--- src/rtl/gpu_draw_sequencer.sv ---
// gpu_draw_sequencer
// Front-end for the GPU draw engines. It takes one draw command at a time,
// pulses the chosen engine's start, routes that engine's pixel stream to the
// pixel output, and waits for done before it accepts the next command.
// An optional watchdog aborts a command whose engine never reports done.

module gpu_draw_sequencer #(
    parameter int          DATA_WIDTH = 8,
    parameter int          N_ENG      = 4,
    parameter logic [15:0] WDOG_TICKS = 16'd0
) (
    input  logic                        clk,
    input  logic                        reset_n,
    input  logic                        clk_en,
    input  logic                        cmd_valid,
    output logic                        cmd_ready,
    input  logic [2:0]                  cmd_op,
    input  logic [DATA_WIDTH-1:0]       cmd_x0,
    input  logic [DATA_WIDTH-1:0]       cmd_y0,
    input  logic [DATA_WIDTH-1:0]       cmd_arg,
    output logic [N_ENG-1:0]            eng_enable,
    output logic [DATA_WIDTH-1:0]       eng_x0,
    output logic [DATA_WIDTH-1:0]       eng_y0,
    output logic [DATA_WIDTH-1:0]       eng_arg,
    input  logic [N_ENG-1:0]            eng_valid,
    input  logic [N_ENG-1:0]            eng_done,
    input  logic [N_ENG*DATA_WIDTH-1:0] eng_x,
    input  logic [N_ENG*DATA_WIDTH-1:0] eng_y,
    output logic                        pix_valid,
    output logic [DATA_WIDTH-1:0]       pix_x,
    output logic [DATA_WIDTH-1:0]       pix_y,
    output logic                        busy,
    output logic                        cmd_done,
    output logic                        cmd_err
);

    localparam logic [3:0] S_IDLE   = 4'b0001;
    localparam logic [3:0] S_LAUNCH = 4'b0010;
    localparam logic [3:0] S_WAIT   = 4'b0100;
    localparam logic [3:0] S_FINISH = 4'b1000;

    logic [3:0]            state;
    logic [3:0]            state_nx;
    logic [2:0]            op_q;
    logic [15:0]           wdog_cnt;
    logic                  accept;
    logic                  op_ok;
    logic                  wdog_hit;
    logic [N_ENG-1:0]      op_onehot;
    logic                  sel_valid;
    logic                  sel_done;
    logic [DATA_WIDTH-1:0] sel_x;
    logic [DATA_WIDTH-1:0] sel_y;

    assign accept = cmd_valid & cmd_ready;
    assign op_ok  = (32'(cmd_op) < 32'(N_ENG));

    // The watchdog fires on the clk_en tick that brings the WAIT tick count up to the limit.
    assign wdog_hit = (WDOG_TICKS != 16'd0) && clk_en &&
                      (wdog_cnt == (WDOG_TICKS - 16'd1));

    // Busy and cmd_done are pure state decodes, so reset clears them at once.
    assign busy     = (state != S_IDLE);
    assign cmd_done = (state == S_FINISH);

    // Decode the incoming opcode into the one-hot engine start pattern.
    always_comb begin
        op_onehot = '0;
        for (int i = 0; i < N_ENG; i++) begin
            op_onehot[i] = (cmd_op == 3'(i));
        end
    end

    // Select the valid, done and coordinates of the engine that owns the current command.
    always_comb begin
        sel_valid = 1'b0;
        sel_done  = 1'b0;
        sel_x     = '0;
        sel_y     = '0;
        for (int i = 0; i < N_ENG; i++) begin
            if (op_q == 3'(i)) begin
                sel_valid = eng_valid[i];
                sel_done  = eng_done[i];
                sel_x     = eng_x[i*DATA_WIDTH +: DATA_WIDTH];
                sel_y     = eng_y[i*DATA_WIDTH +: DATA_WIDTH];
            end
        end
    end

    // Next-state logic. When done and watchdog expiry land in the same cycle, done wins.
    always_comb begin
        state_nx = state;
        case (state)
            S_IDLE:   if (accept && op_ok) state_nx = S_LAUNCH;
            S_LAUNCH: state_nx = S_WAIT;
            S_WAIT: begin
                if (sel_done)      state_nx = S_FINISH;
                else if (wdog_hit) state_nx = S_IDLE;
            end
            S_FINISH: state_nx = S_IDLE;
            default:  state_nx = S_IDLE;
        endcase
    end

    // State register. cmd_ready is registered so that it stays low while reset is held.
    always_ff @(posedge clk or negedge reset_n) begin
        if (!reset_n) begin
            state     <= S_IDLE;
            cmd_ready <= 1'b0;
        end else begin
            state     <= state_nx;
            cmd_ready <= (state_nx == S_IDLE);
        end
    end

    // Latch every accepted command, including one with a bad opcode.
    // The broadcast fields keep their values until the next accept.
    always_ff @(posedge clk or negedge reset_n) begin
        if (!reset_n) begin
            op_q    <= '0;
            eng_x0  <= '0;
            eng_y0  <= '0;
            eng_arg <= '0;
        end else if (accept) begin
            op_q    <= cmd_op;
            eng_x0  <= cmd_x0;
            eng_y0  <= cmd_y0;
            eng_arg <= cmd_arg;
        end
    end

    // The engine start pulse is high only during the LAUNCH cycle.
    // cmd_err pulses after a bad opcode or after a watchdog abort.
    always_ff @(posedge clk or negedge reset_n) begin
        if (!reset_n) begin
            eng_enable <= '0;
            cmd_err    <= 1'b0;
        end else begin
            eng_enable <= (accept && op_ok) ? op_onehot : '0;
            cmd_err    <= (accept && !op_ok) ||
                          ((state == S_WAIT) && !sel_done && wdog_hit);
        end
    end

    // Watchdog counter. It counts clk_en ticks while in WAIT and clears in every other state.
    always_ff @(posedge clk or negedge reset_n) begin
        if (!reset_n) begin
            wdog_cnt <= '0;
        end else if (state != S_WAIT) begin
            wdog_cnt <= '0;
        end else if (clk_en) begin
            wdog_cnt <= wdog_cnt + 16'd1;
        end
    end

    // Registered pixel mux. Only the owning engine's pixels are sampled, and only in WAIT.
    // Coordinates are forced to zero whenever no pixel is presented.
    always_ff @(posedge clk or negedge reset_n) begin
        if (!reset_n) begin
            pix_valid <= 1'b0;
            pix_x     <= '0;
            pix_y     <= '0;
        end else if ((state == S_WAIT) && sel_valid) begin
            pix_valid <= 1'b1;
            pix_x     <= sel_x;
            pix_y     <= sel_y;
        end else begin
            pix_valid <= 1'b0;
            pix_x     <= '0;
            pix_y     <= '0;
        end
    end

endmodule
--- config.mk ---
export PLATFORM = sky130hd
export DESIGN_NAME = gpu_draw_sequencer
export DESIGN_NICKNAME = d
export VERILOG_FILES = /design/src/rtl/gpu_draw_sequencer.sv
export SDC_FILE = /design/constraint.sdc
export NUM_CORES = 1
export LEC_CHECK = 0
export ABC_AREA = 1
export CORE_MARGIN = 5
export CORE_UTILIZATION = 41
export DETAILED_ROUTE_END_ITERATION = 12
export MAX_ROUTING_LAYER = met4
export PLACE_DENSITY = 0.89
export SETUP_SLACK_MARGIN = 0.4
export SYNTH_ARGS = -nofsm -noshare
export SYNTH_HDL_FRONTEND = slang
export SYNTH_SLANG_ARGS = --single-unit
export TNS_END_PERCENT = 50
--- constraint.sdc ---
create_clock -name clk -period 2.4 [get_ports clk]
set_input_delay 0.48 -clock clk [delete_from_list [all_inputs] [get_ports clk]]
set_output_delay 0.48 -clock clk [all_outputs]
set_load 0.005 [all_outputs]
==> results.json <==
{
  "synthToLayoutAreaGrowth_pct": 64.3,
  "final-hold-violation-count": 0,
  "vdd_drop_max_uv": 299,
  "tightest_slew_ps": 544,
  "worstSetupStartpoint": "state[0]",
  "grt-ovfl-total": 0,
  "yosys_warnings": 0,
  "slew_headroom": 0.637,
  "final_net_count": 577,
  "antenna_found_initial": 0,
  "path_max_fanout": 4,
  "cts_hold_buf": 0,
  "portBuffers": 150,
  "synth.distinct_cells": 23,
  "cts_made_buffers": 5,
  "viasPerCell": 4.99,
  "gp_congestion": 0.963,
  "cts_tree": "yes",
  "rrSetupSlack_ps": 670,
  "critical_path.endpoint": "busy",
  "drive_gt1_frac": 0.0484,
  "wl_per_cell_um": 14.7,
  "fmaxAchievable_mhz": 524,
  "drv_cap": 0,
  "fin_tns_setup_ps": 0,
  "cp.arrival_ps": 1430,
  "die_y_um": 89.2,
  "leakage_nw": 2.02,
  "vias": 2746,
  "ys_ff_latch": 54,
  "die_w_um": 89.2,
  "grt_usage": 0.212,
  "maxSlewViolCount": 0,
  "path_class": "register to output pin",
  "cp_data_required_time_ps": 1920,
  "drc": 0,
  "dp_slack_ps": 548,
  "finClkSkew_ps": 4.60,
  "finalWirelength_mm": 8.09,
  "cts.sinks": 54,
  "path_clk_slew_ps": 90,
  "first_global_vias": 2780,
  "final.min_clock_period_ps": 1910,
  "powerDensity_mw_per_mm2": 559,
  "grt_max_degree": 30,
  "drt-initial-drc-count": 98,
  "r2r-start": "op_q[0]",
  "grt_pass1_wl_mm": 12.5,
  "final_design_area_no_fill_sq_mm": 0.00423,
  "hp-class": "input port to asynchronous set/reset pin",
  "start_util": 0.427,
  "dieArea_sq_mm": 0.00796,
  "worstRegToRegCells": 6,
  "run_status": "finished clean",
  "timing.final.crit_share": 0.796,
  "cts_max_path_buffers": 2,
  "synth_nets": 431,
  "dpl_cell_area_sq_mm": 0.00412,
  "worstSkewPairLatency_ps": 300,
  "start_kind": "register",
  "r2r-end": "pix_y[7]",
  "dpl.hpwl_mm": 6.55,
  "htreeDepth": 2,
  "netlist_instances": 328,
  "synth_area_sq_mm": 0.00257,
  "fin_ws_ps": 490,
  "synth.avg_cell_area_sq_um": 7.85,
  "core-area_sq_mm": 0.00603,
  "dr.pass1.iters": 4,
  "postRouteAntennaNets": 0,
  "finalSetupViolCount": 0,
  "ios": 152,
  "cts_root_buffer": "clkbuf_8",
  "ys_seq_area_frac": 0.526,
  "rsz0062_at_grt": "yes",
  "num_antenna_cells": 0,
  "rows": 28,
  "post_cts.repair.setup_buffers": 0,
  "cp-end-kind": "output pin"
}
cell usage in the layout, fill, tap and decap left out, drive strengths merged:
master,n
nor3,3
dfstp,1
nand3,44
nand3b,1
o21bai,9
buf,8
a21oi,2
dfrtp,53
clkbuf,6
o21ai,6
bufinv,1
nand4,9
inv,15
nor2,51
clkinv,1
nand2,114
dlygate4sd2,1
clkinvlp,1
nor4,1
clkdlybuf4s50,148
through the flow:
stage	hold WS, ps	cells	power [mW]	utilization
floorplan	184	328	1.38	-
global placement	461	542	1.77	0.683
detailed placement	464	542	1.79	0.683
CTS	162	550	2.39	0.701
global route	202	550	2.51	0.702
finish	157	550	2.36	0.702
cell type report:
class,instances,area [sq um]
tap,75,93.8
clock buffer,6,72.6
multi-input combinational,240,1060
sequential,54,1360
timing repair buffer,157,1550
inverter,16,60.1
fill,471,1800
clock inverter,2,37.5
kinds of logic after synthesis:
kind of cell,count (synthesis),synth area share
simple gates,223,0.366
flops,54,0.526
buf+inv,34,0.0622
compound gates,17,0.0462
power breakdown:
part | internal [mW] | leakage [nW] | total (mW) | switching, mW
clock network | 0.311 | 0.0514 | 0.590 | 0.279
registers | 0.997 | 0.694 | 1.06 | 0.0670
logic | 0.383 | 1.28 | 0.708 | 0.325
total | 1.69 | 2.02 | 2.36 | 0.671
what timing repair did:
action,in CTS,in global routing
endpoints found under the setup margin,1,18
gates resized for setup,1,2
pin swaps,0,1
critical path, cell delays in order (launching register included):
cell	delay [ps]
dfstp_2	570
nand3_1	110
clkdlybuf4s50_1	460
per-layer routing:
layer  vias to the layer above  share of wire  GRT usage
li1                       1334              -          -
met2                       152           0.47      0.347
met1                      1242           0.38      0.250
met5                         -              0          -
met4                         0          0.020     0.0677
met3                        18           0.13     0.0627
sequential cells by signal, indices dropped and copies added, names as in the netlist:
register / cells
op_q: 3
eng_arg: 8
eng_y0: 8
cmd_err: 1
cmd_ready: 1
pix_y: 8
pix_x: 8
eng_x0: 8
pix_valid: 1
eng_enable: 4
state: 4
worst min path at each step:
stage                           from          to  depth (start not counted)
final                        reset_n   eng_y0[7]                          1
after global routing         reset_n  eng_arg[1]                          1
after CTS                    reset_n   eng_x0[3]                          1
after detailed placement   eng_x0[5]   eng_x0[5]                          2
after global placement    eng_arg[3]  eng_arg[3]                          2
after floorplan              reset_n     cmd_err                          0
cells in the mapped netlist:
library cell,count,area share
nand3b_1,1,0.0029
nand4_1,9,0.022
buf_2,8,0.016
o21ai_0,5,0.0097
buf_4,2,0.0058
a21oi_1,2,0.0039
nor2_1,49,0.071
nand2_1,113,0.16
clkinv_1,1,0.0015
dfrtp_1,53,0.52
nor4_1,1,0.0024
clkbuf_1,6,0.0087
nor3_1,3,0.0058
o21bai_1,9,0.026
buf_6,2,0.0087
dfstp_2,1,0.010
nand2_4,1,0.0044
o21ai_4,1,0.0063
inv_1,14,0.020
nand3_1,44,0.086
nor2_4,1,0.0044
nor2_2,1,0.0024
inv_2,1,0.0015
Power figures use the tool's default switching activity.
